<file path="src/rtl/scv_pkg.sv">
// Shared types and constants for the scv core glue (HPS upload responder FSM).
package scv_pkg;

    typedef enum logic [1:0] {UPL_IDLE, UPL_REQ, UPL_HOLD} upl_state_t;

    localparam logic [7:0] UPL_IDX_CARTRAM = 8'd4;

endpackage

</file>
<file path="src/rtl/ram_upload.sv">
// HPS upload responder: serves ioctl upload reads from a byte RAM port and
// tracks whether battery RAM has been modified since the last complete upload.
module ram_upload
    import scv_pkg::*;
#(
    parameter logic [7:0] UPL_INDEX = UPL_IDX_CARTRAM,
    parameter int         AW        = 13,
    parameter logic [7:0] OOR_DATA  = 8'hFF
) (
    input  logic          CLK_SYS,
    input  logic          RESB,
    input  logic          IOCTL_UPLOAD,
    input  logic [7:0]    IOCTL_INDEX,
    input  logic          IOCTL_RD,
    input  logic [24:0]   IOCTL_ADDR,
    output logic [7:0]    IOCTL_DIN,
    output logic          IOCTL_WAIT,
    output logic          MEM_OWN,
    output logic          MEM_REQ,
    output logic [AW-1:0] MEM_ADDR,
    input  logic          MEM_ACK,
    input  logic [7:0]    MEM_DATA,
    input  logic          CPU_WR,
    output logic          SAVE_PENDING,
    output logic          UPL_DONE
);

    localparam logic [25:0] RAM_BYTES = 26'(1) << AW;
    localparam logic [AW:0] CNT_FULL  = {1'b1, {AW{1'b0}}};

    upl_state_t    state_q;
    logic [7:0]    din_q;
    logic          sel_q;
    logic          mem_req_q;
    logic [AW-1:0] mem_addr_q;
    logic [AW:0]   cnt_q;
    logic          pend_q;
    logic          done_q;

    logic sel, sel_fall, in_range, rd_ack;

    assign sel      = IOCTL_UPLOAD && (IOCTL_INDEX == UPL_INDEX);
    assign sel_fall = sel_q && !sel;
    assign in_range = {1'b0, IOCTL_ADDR} < RAM_BYTES;
    assign rd_ack   = (state_q == UPL_REQ) && MEM_ACK;

    always_ff @(posedge CLK_SYS or negedge RESB) begin
        if (!RESB) begin
            state_q    <= UPL_IDLE;
            din_q      <= 8'h00;
            sel_q      <= 1'b0;
            mem_req_q  <= 1'b0;
            mem_addr_q <= '0;
            cnt_q      <= '0;
            pend_q     <= 1'b0;
            done_q     <= 1'b0;
        end else begin
            sel_q  <= sel;
            done_q <= sel_fall;

            case (state_q)
                UPL_IDLE: begin
                    if (IOCTL_RD && sel) begin
                        if (in_range) begin
                            mem_addr_q <= IOCTL_ADDR[AW-1:0];
                            mem_req_q  <= 1'b1;
                            state_q    <= UPL_REQ;
                        end else begin
                            din_q   <= OOR_DATA;
                            state_q <= UPL_HOLD;
                        end
                    end
                end
                UPL_REQ: begin
                    // An aborted upload still completes the RAM handshake, but drops the byte.
                    if (MEM_ACK) begin
                        if (sel) din_q <= MEM_DATA;
                        mem_req_q <= 1'b0;
                        state_q   <= UPL_HOLD;
                    end
                end
                UPL_HOLD: state_q <= UPL_IDLE;
                default:  state_q <= UPL_IDLE;
            endcase

            if (sel_fall)
                cnt_q <= '0;
            else if (rd_ack && sel && (cnt_q != CNT_FULL))
                cnt_q <= cnt_q + 1'b1;

            // A CPU write racing the end of a full upload keeps the flag set.
            if (CPU_WR)
                pend_q <= 1'b1;
            else if (sel_fall && (cnt_q == CNT_FULL))
                pend_q <= 1'b0;
        end
    end

    assign IOCTL_WAIT   = sel && ((state_q != UPL_IDLE) || IOCTL_RD);
    assign IOCTL_DIN    = din_q;
    assign MEM_OWN      = sel_q;
    assign MEM_REQ      = mem_req_q;
    assign MEM_ADDR     = mem_addr_q;
    assign SAVE_PENDING = pend_q;
    assign UPL_DONE     = done_q;

endmodule
</file>
<file path="config.mk">
export PLATFORM = sky130hd
export DESIGN_NAME = ram_upload
export DESIGN_NICKNAME = d
export VERILOG_FILES = /design/src/rtl/scv_pkg.sv /design/src/rtl/ram_upload.sv
export SDC_FILE = /design/constraint.sdc
export NUM_CORES = 1
export LEC_CHECK = 0
export BUFFER_PORTS_ARGS = -buffer_cell sky130_fd_sc_hd__buf_2
export CAP_MARGIN = 20
export CELL_PAD_IN_SITES_DETAIL_PLACEMENT = 0
export CELL_PAD_IN_SITES_GLOBAL_PLACEMENT = 1
export CORE_MARGIN = 8
export CORE_UTILIZATION = 36
export DETAILED_ROUTE_END_ITERATION = 10
export GPL_ROUTABILITY_DRIVEN = 1
export PLACE_DENSITY_LB_ADDON = 0.1
export SYNTH_ARGS = -nofsm -noshare
export SYNTH_HDL_FRONTEND = slang
export SYNTH_SLANG_ARGS = --single-unit
</file>
<file path="constraint.sdc">
create_clock -name CLK_SYS -period 2.6 [get_ports CLK_SYS]
set_input_delay 0.39 -clock CLK_SYS [delete_from_list [all_inputs] [get_ports CLK_SYS]]
set_output_delay 0.39 -clock CLK_SYS [all_outputs]
set_load 0.01 [all_outputs]
</file>
Word level (Yosys, flattened, before mapping) --
Index checks and enable logic that the tools add are counted.
Operators by class: $add $sub $neg 1, magnitude comparators 1, equality and inequality tests 9, muxes and demuxes 17, reductions and logical operators 19
Operators by type and width (count):
- 8-bit 2-to-1 mux | 4
- 14-bit 2-to-1 mux | 2
- 25-bit by 14-bit less-than comparator with 1-bit output (second input constant) | 1
- 8-bit one-hot mux with 2 select lines | 1
- 14-bit by 1-bit adder with 14-bit output (second input constant) | 1
- 14-bit equality test (second input constant) | 1
- 14-bit != test (second input constant) | 1
- 2-bit != test (second input constant) | 5
- 8-bit by 3-bit equality test with 1-bit output (second input constant) | 1
- 1-bit logical AND | 8
- 2-bit nonzero test | 4
- 2-bit 2-to-1 mux | 3
- 1-bit 2-to-1 mux | 5
- 5-bit AND reduction | 1
- 2-bit one-hot mux with 2 select lines | 1
- 4-bit AND reduction | 1
- 3-bit AND reduction | 1
- 2-bit by 1-bit equality test with 1-bit output (second input constant) | 1
- 2-bit zero test | 1
- 1-bit one-hot mux with 2 select lines | 1
- 2-bit AND reduction | 1
- 1-bit zero test | 1
- 1-bit logical OR | 1
Word-level totals: flip-flop bits (word level) 41, bits of input ports 47, output and inout bits 26, word-level logic and storage cells 55

Longest topological paths before layout --
Gate-level depths: netlist of run 1.
word-level depth 7, mapped depth 7

Worst setup path after synthesis of run 1 --
Ideal clock, no wire load.
kind input -> output, start point input port IOCTL_INDEX[5], end point output port IOCTL_WAIT, arrival 1.875 ns, data required time 2.210 ns, slack 0.335 ns, stages on the path 5, path buffers 2, cells stage by stage or4b_1 -> buf_2 -> nor3_4 -> clkbuf_1 -> o31a_1
On the way: longest elaborated chain between the ends 3
Ends and longest elaborated chain:
- start, declared | line ram_upload.sv:13 | input logic [7:0] IOCTL_INDEX,
- 8-bit by 3-bit equality test with 1-bit output | line ram_upload.sv:42 | assign sel = IOCTL_UPLOAD && (IOCTL_INDEX == UPL_INDEX);
- 1-bit logical AND | line ram_upload.sv:42
- named net sel | line ram_upload.sv:40 | logic sel, sel_fall, in_range, rd_ack;
- 1-bit logical AND | line ram_upload.sv:99 | assign IOCTL_WAIT = sel && ((state_q != UPL_IDLE) || IOCTL_RD);
- end, declared | line ram_upload.sv:17 | output logic IOCTL_WAIT,
The timed path passes the listed nets, and every way through them passes these cells.

Worst setup path after layout of run 1 --
start point input port IOCTL_INDEX[5], end point output port IOCTL_WAIT
On the way: longest elaborated chain between the ends 3
Ends and longest elaborated chain (line):
- 8-bit by 3-bit equality test with 1-bit output | ram_upload.sv:42
- 1-bit logical AND | ram_upload.sv:42
- 1-bit logical AND | ram_upload.sv:99
No other way between the ends.

==> results of run 1 <==
-- cell usage in the layout (no fill, tap or decap), types with 2 or more instances in the layout --
cell type	instances
sky130_fd_sc_hd__a21oi_1	4
sky130_fd_sc_hd__a31oi_1	9
sky130_fd_sc_hd__and3_1	3
sky130_fd_sc_hd__buf_2	72
sky130_fd_sc_hd__buf_4	5
sky130_fd_sc_hd__clkbuf_8	5
sky130_fd_sc_hd__dfrtp_1	41
sky130_fd_sc_hd__ha_1	2
sky130_fd_sc_hd__inv_1	9
sky130_fd_sc_hd__mux2_2	14
sky130_fd_sc_hd__nand2_1	7
sky130_fd_sc_hd__nand2b_1	8
sky130_fd_sc_hd__nand3_1	5
sky130_fd_sc_hd__nand4_1	5
sky130_fd_sc_hd__nand4b_1	3
sky130_fd_sc_hd__nor2_1	3
sky130_fd_sc_hd__nor4_1	8
sky130_fd_sc_hd__o211ai_1	3
sky130_fd_sc_hd__o21ai_0	5
sky130_fd_sc_hd__o22a_1	8
sky130_fd_sc_hd__o311ai_0	3
sky130_fd_sc_hd__o311ai_1	2
sky130_fd_sc_hd__o31ai_1	6
sky130_fd_sc_hd__o41ai_1	4
sky130_fd_sc_hd__or3_1	2
-- registers in the layout, summed over array words and instances, names as in the netlist --
register and cells:
IOCTL_DIN 8, cnt_q 14, UPL_DONE 1, MEM_OWN 1, MEM_REQ 1, SAVE_PENDING 1
state_q 2, MEM_ADDR 13
-- metal layers --
metal,part of all wire,vias up,routed length [um]
met5,0,-,0
met3,0.10,6,533
met2,0.44,67,2247
li1,-,838,-
met4,0.0096,0,49
met1,0.44,815,2250
-- cells by family (layout without fill, tap and decap cells) --
group	Yosys count	count (layout)	synth area share
AOI/OAI and AO/OA	46	46	0.1685
adders and majority gates	2	2	0.01253
buffers and inverters	19	94	0.04073
DFF	41	41	0.5138
muxes	15	15	0.08396
and+or+nand+nor	55	55	0.1805
-- synthesized netlist by cell type (2+ instances only) --
| master | n | area, um^2 |
|---|---|---|
| sky130_fd_sc_hd__o41ai_1 | 4 | 35.03 |
| sky130_fd_sc_hd__ha_1 | 2 | 25.02 |
| sky130_fd_sc_hd__nor4_1 | 8 | 50.05 |
| sky130_fd_sc_hd__nand4b_1 | 3 | 26.28 |
| sky130_fd_sc_hd__and3_1 | 3 | 18.77 |
| sky130_fd_sc_hd__o31ai_1 | 6 | 45.04 |
| sky130_fd_sc_hd__nor2_1 | 3 | 11.26 |
| sky130_fd_sc_hd__a21oi_1 | 4 | 20.02 |
| sky130_fd_sc_hd__dfrtp_1 | 41 | 1026 |
| sky130_fd_sc_hd__o211ai_1 | 3 | 22.52 |
| sky130_fd_sc_hd__o21ai_0 | 5 | 25.02 |
| sky130_fd_sc_hd__clkbuf_1 | 7 | 26.28 |
| sky130_fd_sc_hd__nand2_1 | 7 | 26.28 |
| sky130_fd_sc_hd__buf_2 | 2 | 10.01 |
| sky130_fd_sc_hd__inv_1 | 9 | 33.78 |
| sky130_fd_sc_hd__mux2_2 | 14 | 157.7 |
| sky130_fd_sc_hd__or3_1 | 2 | 12.51 |
| sky130_fd_sc_hd__nand3_1 | 5 | 25.02 |
| sky130_fd_sc_hd__o311ai_0 | 3 | 26.28 |
| sky130_fd_sc_hd__o22a_1 | 8 | 70.07 |
| sky130_fd_sc_hd__o311ai_1 | 2 | 17.52 |
| sky130_fd_sc_hd__nand2b_1 | 8 | 50.05 |
| sky130_fd_sc_hd__a31oi_1 | 9 | 56.30 |
| sky130_fd_sc_hd__nand4_1 | 5 | 31.28 |
-- worst max-delay path: stages --
cell and delay (ps):
sky130_fd_sc_hd__buf_2 90, sky130_fd_sc_hd__or4b_1 640, sky130_fd_sc_hd__nor3_4 400, sky130_fd_sc_hd__o31a_1 190, sky130_fd_sc_hd__buf_2 120
-- area by class of cell --
type / instances / share of cell area
Timing Repair Buffer: 77 / 0.1559
Clock inverter: 3 / 0.01814
Inverter: 9 / 0.01324
Sequential cell: 41 / 0.4020
Multi-Input combinational cell: 118 / 0.3485
Tap cell: 72 / 0.03529
Clock buffer: 5 / 0.02696
-- per-stage QoR --
step	cells	power, mW	setup WS, ps	cell area [um^2]
2_1_floorplan	178	0.6981	334.6	1997
3_3_place_gp	317	0.7591	197.1	2437
3_5_place_dp	317	0.7596	171.8	2437
4_1_cts	325	1.288	346.8	2552
5_1_grt	325	1.328	279.7	2552
6_report	325	1.267	366.2	2552
-- worst max-delay path by stage --
stage | start | end | cells after the start
detailed placement | IOCTL_INDEX[5] | cnt_q[3]$_DFFE_PN0P_ | 5
finish | IOCTL_INDEX[5] | IOCTL_WAIT | 5
global route | IOCTL_INDEX[5] | IOCTL_WAIT | 5
CTS | IOCTL_INDEX[5] | IOCTL_WAIT | 5
floorplan | IOCTL_INDEX[5] | IOCTL_WAIT | 5
global placement | IOCTL_INDEX[5] | cnt_q[3]$_DFFE_PN0P_ | 5
-- report_power, final --
group	switching, mW	total [mW]	internal (mW)
combinational	0.0431	0.0847	0.0416
sequential	0.0114	0.660	0.649
clock	0.235	0.522	0.287
==> flow_summary.toml, run 1 <==
[outcome]
run_status = "finished clean"

[global_route]
grt_antenna_before_repair = 0
globalRouteMet1Util = 0.1606
grt.overflow.total = 0
first_pass_grt_wire_length_um = 9004
globalRouteMet3Util = 0.06484
via_count_of_the_first_global_routing_pass = 1898
grt_start_max_net_pins = 42
global_route.peak_usage_layer = "met2"
grt.total_usage = 0.1321
grt.met2_usage = 0.2010

[cts]
cts_setup_buffers = 0
clk_transition_reported_paths_ps = 80
cts-buffers-inserted = 5
hold_buffers = 0
cts_max_path_buffers = 2
cts-resized-gates = 0
ctsRootBufferMaster = "sky130_fd_sc_hd__clkbuf_8"
cts.htree.levels = 2
clock_latency_at_the_later_pin_of_the_worst_skew_pair_ps = 290
tritoncts = "yes"
number_of_clock_sinks = 41

[layout]
drive_above_1_share = 0.4111
signed_area_change_from_the_synthesized_netlist_to_the_final_layout_pct = 27.82
regArea_um2 = 1026
num-nets-final = 301
layout.core_utilization = 0.4693
number_of_filler_instances_in_the_final_layout = 530
multi_input_comb_area_um2 = 889.6
antenna-diode-count = 0

[placement]
buffer_ports.inserted = 72
place_hpwl_um = 3811
gp_congestion = 0.7871

[die]
fp.dieH_um = 90.48
initial_utilization = 0.3671
dieArea_um2 = 8187
area_of_the_core_region_um2 = 5439
fp-row-count = 27
chipWidth_um = 90.48
number_of_top_level_pins = 73

[sta]
min_period_over_period = 0.8592
timing.clock.skew_ps = 6.367
slew-limit-headroom = 0.3808
tightestPinTransition_ps = 928.9
final.min_clock_period_ps = 2234
whs_ps = 231.2
final_max_slew_viol_count = 0
setup_total_negative_slack_ps = 0
finalHoldViolCount = 0
timing.final.setup_violations = 0
max_freq_mhz = 447.7
rsz0062_at_grt = "false"

[setup_path]
worst_ep_required_time_ps = 2210
path_class = "primary input to output pin"
worst_r2r_startpoint = "state_q[1]$_DFFE_PN0P_"
crit_end_category = "output pin"
r2r_setup_slack_ps = 620
reg2reg_to = "cnt_q[3]$_DFFE_PN0P_"
critical_path_arrival_ps = 1840
r2r_cells = 4
timing.critical_path.fanout_max = 8
worstSetupStartpointType = "primary input"

[power]
vdd.ir_drop.worst_mv = 0.2643
power-per-cell-area_nw_per_um2 = 496.4
p_leak_nw = 1.287

[route]
length_of_the_first_detailed_routing_pass_in_iterations = 4
via_per_inst = 5.311
antenna_violating_nets_post_route = 0
post-route-drc-count = 0
wire_per_inst_um = 15.63
routed-via-count = 1726
totalWireLength_um = 5080
drt_iter0_drc = 71

[logic_synthesis]
synth.ff_latch_count = 41
synth_cell_types = 39
number_of_synthesized_flops_with_an_enable_pin = 0
synth_ff_type = "sky130_fd_sc_hd__dfrtp_1"
post_synth.cell_area_avg_um2 = 11.22
syn_inst = 178
synth.yosys.warnings = 0
number_of_nets_produced_by_synthesis = 227
postSynth.asyncResetShare = 1.000
post_synth_instance_area_um2 = 1997
synth.yosys.seq_area_share = 0.5138

[min_path]
worstHoldPathType = "primary input to async pin"

[run]
cap_violations = 0
No activity file was read; power rests on OpenSTA's default activity.
==> run 2, diff against run 1 <==
==> config.mk (replaced) <==
export PLATFORM = sky130hd
export DESIGN_NAME = ram_upload
export DESIGN_NICKNAME = d
export VERILOG_FILES = /design/src/rtl/scv_pkg.sv /design/src/rtl/ram_upload.sv
export SDC_FILE = /design/constraint.sdc
export NUM_CORES = 1
export LEC_CHECK = 0
export CAP_MARGIN = 20
export CELL_PAD_IN_SITES_DETAIL_PLACEMENT = 0
export CELL_PAD_IN_SITES_GLOBAL_PLACEMENT = 1
export CORE_MARGIN = 8
export CORE_UTILIZATION = 36
export DETAILED_ROUTE_END_ITERATION = 10
export DONT_BUFFER_PORTS = 1
export GPL_ROUTABILITY_DRIVEN = 1
export PLACE_DENSITY = 0.72
export SYNTH_ARGS = -nofsm -noshare
export SYNTH_HDL_FRONTEND = slang
export SYNTH_SLANG_ARGS = --single-unit
==> flow_summary.toml, run 2 (synthesized netlist as in run 1, its figures left out) <==
[cts]
cts-buffers-inserted = 5
number_of_clock_sinks = 41
clk_transition_reported_paths_ps = 80
cts_max_path_buffers = 2
tritoncts = "yes"
cts.htree.levels = 2
ctsRootBufferMaster = "sky130_fd_sc_hd__clkbuf_8"
cts-resized-gates = 0
clock_latency_at_the_later_pin_of_the_worst_skew_pair_ps = 300

[placement]
post-place-cells = 244
buffer_ports.inserted = 0
place_hpwl_um = 3650
gp_congestion = 0.7784

[global_route]
grt.overflow.total = 0
first_pass_grt_wire_length_um = 8452
grt.total_usage = 0.1239
via_count_of_the_first_global_routing_pass = 1732
grt_antenna_before_repair = 0
grt_start_max_net_pins = 42

[layout]
largest_register_ffs = 14
max_flop_register = "cnt_q"
multi_input_comb_area_um2 = 889.6
num-nets-final = 230
antenna-diode-count = 0
mostFrequentLayoutCells = "41 x sky130_fd_sc_hd__dfrtp_1, 14 x sky130_fd_sc_hd__mux2_2, 9 x sky130_fd_sc_hd__inv_1, 9 x sky130_fd_sc_hd__a31oi_1"
number_of_filler_instances_in_the_final_layout = 518
drive_above_1_share = 0.1758
layout_commonest_cell = "sky130_fd_sc_hd__dfrtp_1"
regArea_um2 = 1026
signed_area_change_from_the_synthesized_netlist_to_the_final_layout_pct = 10.90
layout.core_utilization = 0.4072
layoutNonFillerInstCount = 254

[sta]
max_freq_mhz = 456.0
timing.final.setup_violations = 0
setup_total_negative_slack_ps = 0
slew-limit-headroom = 0.6971
tightestPinTransition_ps = 453.2
final.min_clock_period_ps = 2193
final_max_slew_viol_count = 0
finalHoldViolCount = 0
min_period_over_period = 0.8434
rsz0062_at_grt = "false"
timing.clock.skew_ps = 6.768

[setup_path]
crit_end_category = "output pin"
cp_slowest_cell = "sky130_fd_sc_hd__or4b_1"
path_delay_family = "simple AND/OR/NAND/NOR gates"
worstSetupStartpointType = "primary input"
timing.critical_path.fanout_max = 18
worst_ep_required_time_ps = 2210
timing.critical_path.buf_inv = 2
crit_top_cell = "sky130_fd_sc_hd__buf_4"
critical_path_arrival_ps = 1800
timing.critical_path.cells = "or4b_1, buf_4, nor3_4, buf_4, o31a_1"
critPathMaxStageDelay_ps = 540
path_class = "primary input to output pin"

[route]
totalWireLength_um = 4937
antenna_violating_nets_post_route = 0
via_per_inst = 6.028
post-route-drc-count = 0
wire_per_inst_um = 19.44
length_of_the_first_detailed_routing_pass_in_iterations = 4
routed-via-count = 1531
drt_iter0_drc = 65

[die]
fp.dieH_um = 90.48
initial_utilization = 0.3671
chipWidth_um = 90.48
fp-row-count = 27
area_of_the_core_region_um2 = 5439
dieArea_um2 = 8187
number_of_top_level_pins = 73

[power]
vdd.ir_drop.worst_mv = 0.2299
p_leak_nw = 0.9736
power-per-cell-area_nw_per_um2 = 557.9

[outcome]
run_status = "finished clean"

[run]
cap_violations = 0

[min_path]
worstHoldPathType = "primary input to flop"
run 2: cell type report:
cell class              instances  share of cell area
clock buffers                   5             0.03107
clock inverters                 3             0.02090
inverters                       9             0.01525
multi-input cells             118              0.4017
flip-flops and latches         41              0.4633
well taps                      72             0.04068
repair buffers                  6             0.02712
run 2: path summary, 6_finish.rpt:
path | start | to | slack [ps] | cells past startpoint
max in group asynchronous | RESB | cnt_q[7]$_DFFE_PN0P_ | 1840 | 2
min in group asynchronous | RESB | cnt_q[0]$_DFFE_PN0P_ | 550 | 2
min | MEM_ACK | state_q[0]$_DFFE_PN0P_ | 180 | 1
max reg2reg | state_q[1]$_DFFE_PN0P_ | cnt_q[3]$_DFFE_PN0P_ | 580 | 4
max | IOCTL_INDEX[5] | IOCTL_WAIT | 410 | 5
min reg2reg | cnt_q[12]$_DFFE_PN0P_ | cnt_q[12]$_DFFE_PN0P_ | 530 | 1
run 2: worst reg2reg max path, cell delays in order, from the launching register on:
cell and delay, ps:
sky130_fd_sc_hd__dfrtp_1 480, sky130_fd_sc_hd__nand3b_1 280, sky130_fd_sc_hd__or4_4 600, sky130_fd_sc_hd__or4_1 430, sky130_fd_sc_hd__a21oi_1 150
run 2: timing repair:
| action | in CTS | in global routing |
|---|---|---|
| buffers inserted | 0 | 0 |
| hold buffers | 2 | 0 |
| hold endpoints to repair | 41 | 0 |
run 2: stage by stage:
| step | hold WS (ps) | worst slack (ps) | power [mW] | cell area (um^2) |
|---|---|---|---|---|
| 3_3_place_gp | 95.84 | 332.2 | 0.7063 | 2069 |
| 3_5_place_dp | 95.58 | 257.1 | 0.7078 | 2069 |
| 2_1_floorplan | 94.41 | 334.6 | 0.6981 | 1997 |
| 4_1_cts | 165.0 | 399.5 | 1.258 | 2215 |
| 5_1_grt | 164.5 | 322.6 | 1.287 | 2215 |
| 6_report | 177.1 | 407.1 | 1.235 | 2215 |
run 2: layer usage:
layer  wire length [um]  track usage  up-vias
met2               2574       0.2217       61
li1                   -            -      695
met1               1919       0.1301      771
met5                  0            0        -
met4                 34      0.03190        0
met3                408      0.05154        4
run 2: power breakdown:
part,total (mW),internal [mW],switching (mW)
registers,0.665,0.649,0.0159
clock network,0.524,0.287,0.236
logic,0.0468,0.0188,0.0281
total,1.24,0.955,0.280
==> run 3, diff against run 2 <==
--- a/config.mk
+++ b/config.mk
@@ -13,7 +13,7 @@
 export DETAILED_ROUTE_END_ITERATION = 10
 export DONT_BUFFER_PORTS = 1
 export GPL_ROUTABILITY_DRIVEN = 1
-export PLACE_DENSITY = 0.72
+export PLACE_DENSITY = 0.74
 export SYNTH_ARGS = -nofsm -noshare
 export SYNTH_HDL_FRONTEND = slang
 export SYNTH_SLANG_ARGS = --single-unit
==> constraint.sdc (replaced) <==
create_clock -name CLK_SYS -period 1.95 [get_ports CLK_SYS]
set_input_delay 0.2925 -clock CLK_SYS [delete_from_list [all_inputs] [get_ports CLK_SYS]]
set_output_delay 0.2925 -clock CLK_SYS [all_outputs]
set_load 0.01 [all_outputs]
==> flow_summary.toml, run 3 (synthesized netlist as in run 1, its figures left out) <==
[outcome]
run_status = "finished clean"

[layout]
layout_commonest_cell = "sky130_fd_sc_hd__dfrtp_1"
number_of_filler_instances_in_the_final_layout = 521
antenna-diode-count = 0
largest_register_ffs = 14
signed_area_change_from_the_synthesized_netlist_to_the_final_layout_pct = 14.97
mostFrequentLayoutCells = "41 x sky130_fd_sc_hd__dfrtp_1, 14 x sky130_fd_sc_hd__mux2_2, 14 x sky130_fd_sc_hd__buf_4, 9 x sky130_fd_sc_hd__inv_1, 9 x sky130_fd_sc_hd__a31oi_1"
layoutNonFillerInstCount = 264
num-nets-final = 240
drive_above_1_share = 0.2240
max_flop_register = "cnt_q"

[global_route]
grt_antenna_before_repair = 0
grt_start_max_net_pins = 42
first_pass_grt_wire_length_um = 8238
grt.total_usage = 0.1235
global_route.peak_usage_layer = "met2"
globalRouteMet3Util = 0.03824
globalRouteMet1Util = 0.1404
grt.met2_usage = 0.2077
via_count_of_the_first_global_routing_pass = 1624
grt.overflow.total = 0

[sta]
timing.clock.skew_ps = 7.304
slew-limit-headroom = 0.7223
max_freq_mhz = 543.5
final.min_clock_period_ps = 1840
whs_ps = 80.61
finalHoldViolCount = 0
min_period_over_period = 0.9435
timing.final.setup_violations = 0
final_max_slew_viol_count = 0
rsz0062_at_grt = "false"
tightestPinTransition_ps = 412.7

[power]
power-per-cell-area_nw_per_um2 = 725.5
vdd.ir_drop.worst_mv = 0.3822
p_leak_nw = 1.027

[die]
area_of_the_core_region_um2 = 5439
number_of_top_level_pins = 73
dieArea_um2 = 8187
initial_utilization = 0.3671
fp-row-count = 27
chipWidth_um = 90.48
fp.dieH_um = 90.48

[route]
via_per_inst = 5.784
antenna_violating_nets_post_route = 0
post-route-drc-count = 0
totalWireLength_um = 5083
wire_per_inst_um = 19.25
length_of_the_first_detailed_routing_pass_in_iterations = 4
routed-via-count = 1527
drt_iter0_drc = 67

[placement]
place_hpwl_um = 3711
buffer_ports.inserted = 0
gp_congestion = 0.7584
post-place-cells = 254

[cts]
cts_max_path_buffers = 2
tritoncts = "yes"
cts-buffers-inserted = 5
cts_setup_buffers = 0
number_of_clock_sinks = 41
clk_transition_reported_paths_ps = 80
cts.htree.levels = 2
ctsRootBufferMaster = "sky130_fd_sc_hd__clkbuf_8"
clock_latency_at_the_later_pin_of_the_worst_skew_pair_ps = 290

[setup_path]
timing.critical_path.fanout_max = 6
crit_end_category = "output pin"
path_class = "primary input to output pin"
worst_ep_required_time_ps = 1660
critical_path_arrival_ps = 1550
worstSetupStartpointType = "primary input"

[run]
cap_violations = 0

[min_path]
worstHoldPathType = "primary input to flop"
run 3: report_power, final:
group	leakage (nW)	switching, mW	internal, mW
Combinational	0.416	0.0375	0.0270
Sequential	0.553	0.0207	0.865
Clock	0.0585	0.298	0.418
Total	1.03	0.356	1.31
run 3: routing by layer:
metal  vias to the layer above  wire length [um]
li1                        719                 -
met5                         -                 0
met3                         5               292
met2                        54              2502
met4                         0                62
met1                       749              2226
run 3: critical path: stages:
cell                     delay, ps
sky130_fd_sc_hd__or3_1         400
sky130_fd_sc_hd__buf_4         170
sky130_fd_sc_hd__nor3_4        320
sky130_fd_sc_hd__buf_4         180
sky130_fd_sc_hd__o31a_1        200
run 3: layout make-up:
type | instances | area [um^2] | share of cell area
clock inverter | 1 | 30.03 | 0.01308
tap | 72 | 90.09 | 0.03924
timing repair buffer | 16 | 135.1 | 0.05886
clock buffer | 7 | 86.33 | 0.03760
inverter | 9 | 33.78 | 0.01471
multi-input combinational | 118 | 894.6 | 0.3896
sequential | 41 | 1026 | 0.4469
run 3: what timing repair did:
| action | in CTS | in global routing |
|---|---|---|
| hold buffers | 2 | 0 |
| hold endpoints to repair | 41 | 0 |
| resized for setup | 0 | 1 |
| endpoints found under the setup margin | 0 | 1 |
run 3: stage by stage:
step                utilization  cell area, um^2  power (mW)  setup TNS, ps  setup slack (ps)
floorplan                     -             2012      0.9320         -193.2            -72.51
global placement         0.3950             2148      0.9439         -242.5            -33.45
detailed placement       0.3950             2148      0.9448         -539.7            -76.93
CTS                      0.4219             2295       1.689              0             75.61
global route             0.4221             2296       1.737              0             42.34
finish                   0.4221             2296       1.666              0             110.2
run 3: worst paths after layout:
kind                                        start                endpoint  slack [ps]  cells past startpoint
setup reg to reg           state_q[1]$_DFFE_PN0P_    cnt_q[7]$_DFFE_PN0P_         120                      4
hold / removal                            MEM_ACK  state_q[0]$_DFFE_PN0P_          80                      1
max in group asynchronous                    RESB    cnt_q[5]$_DFFE_PN0P_        1280                      2
hold reg to reg             cnt_q[12]$_DFFE_PN0P_   cnt_q[12]$_DFFE_PN0P_         510                      1
setup / recovery                   IOCTL_INDEX[1]              IOCTL_WAIT         110                      5
min in group asynchronous                    RESB   cnt_q[13]$_DFFE_PN0P_         440                      2
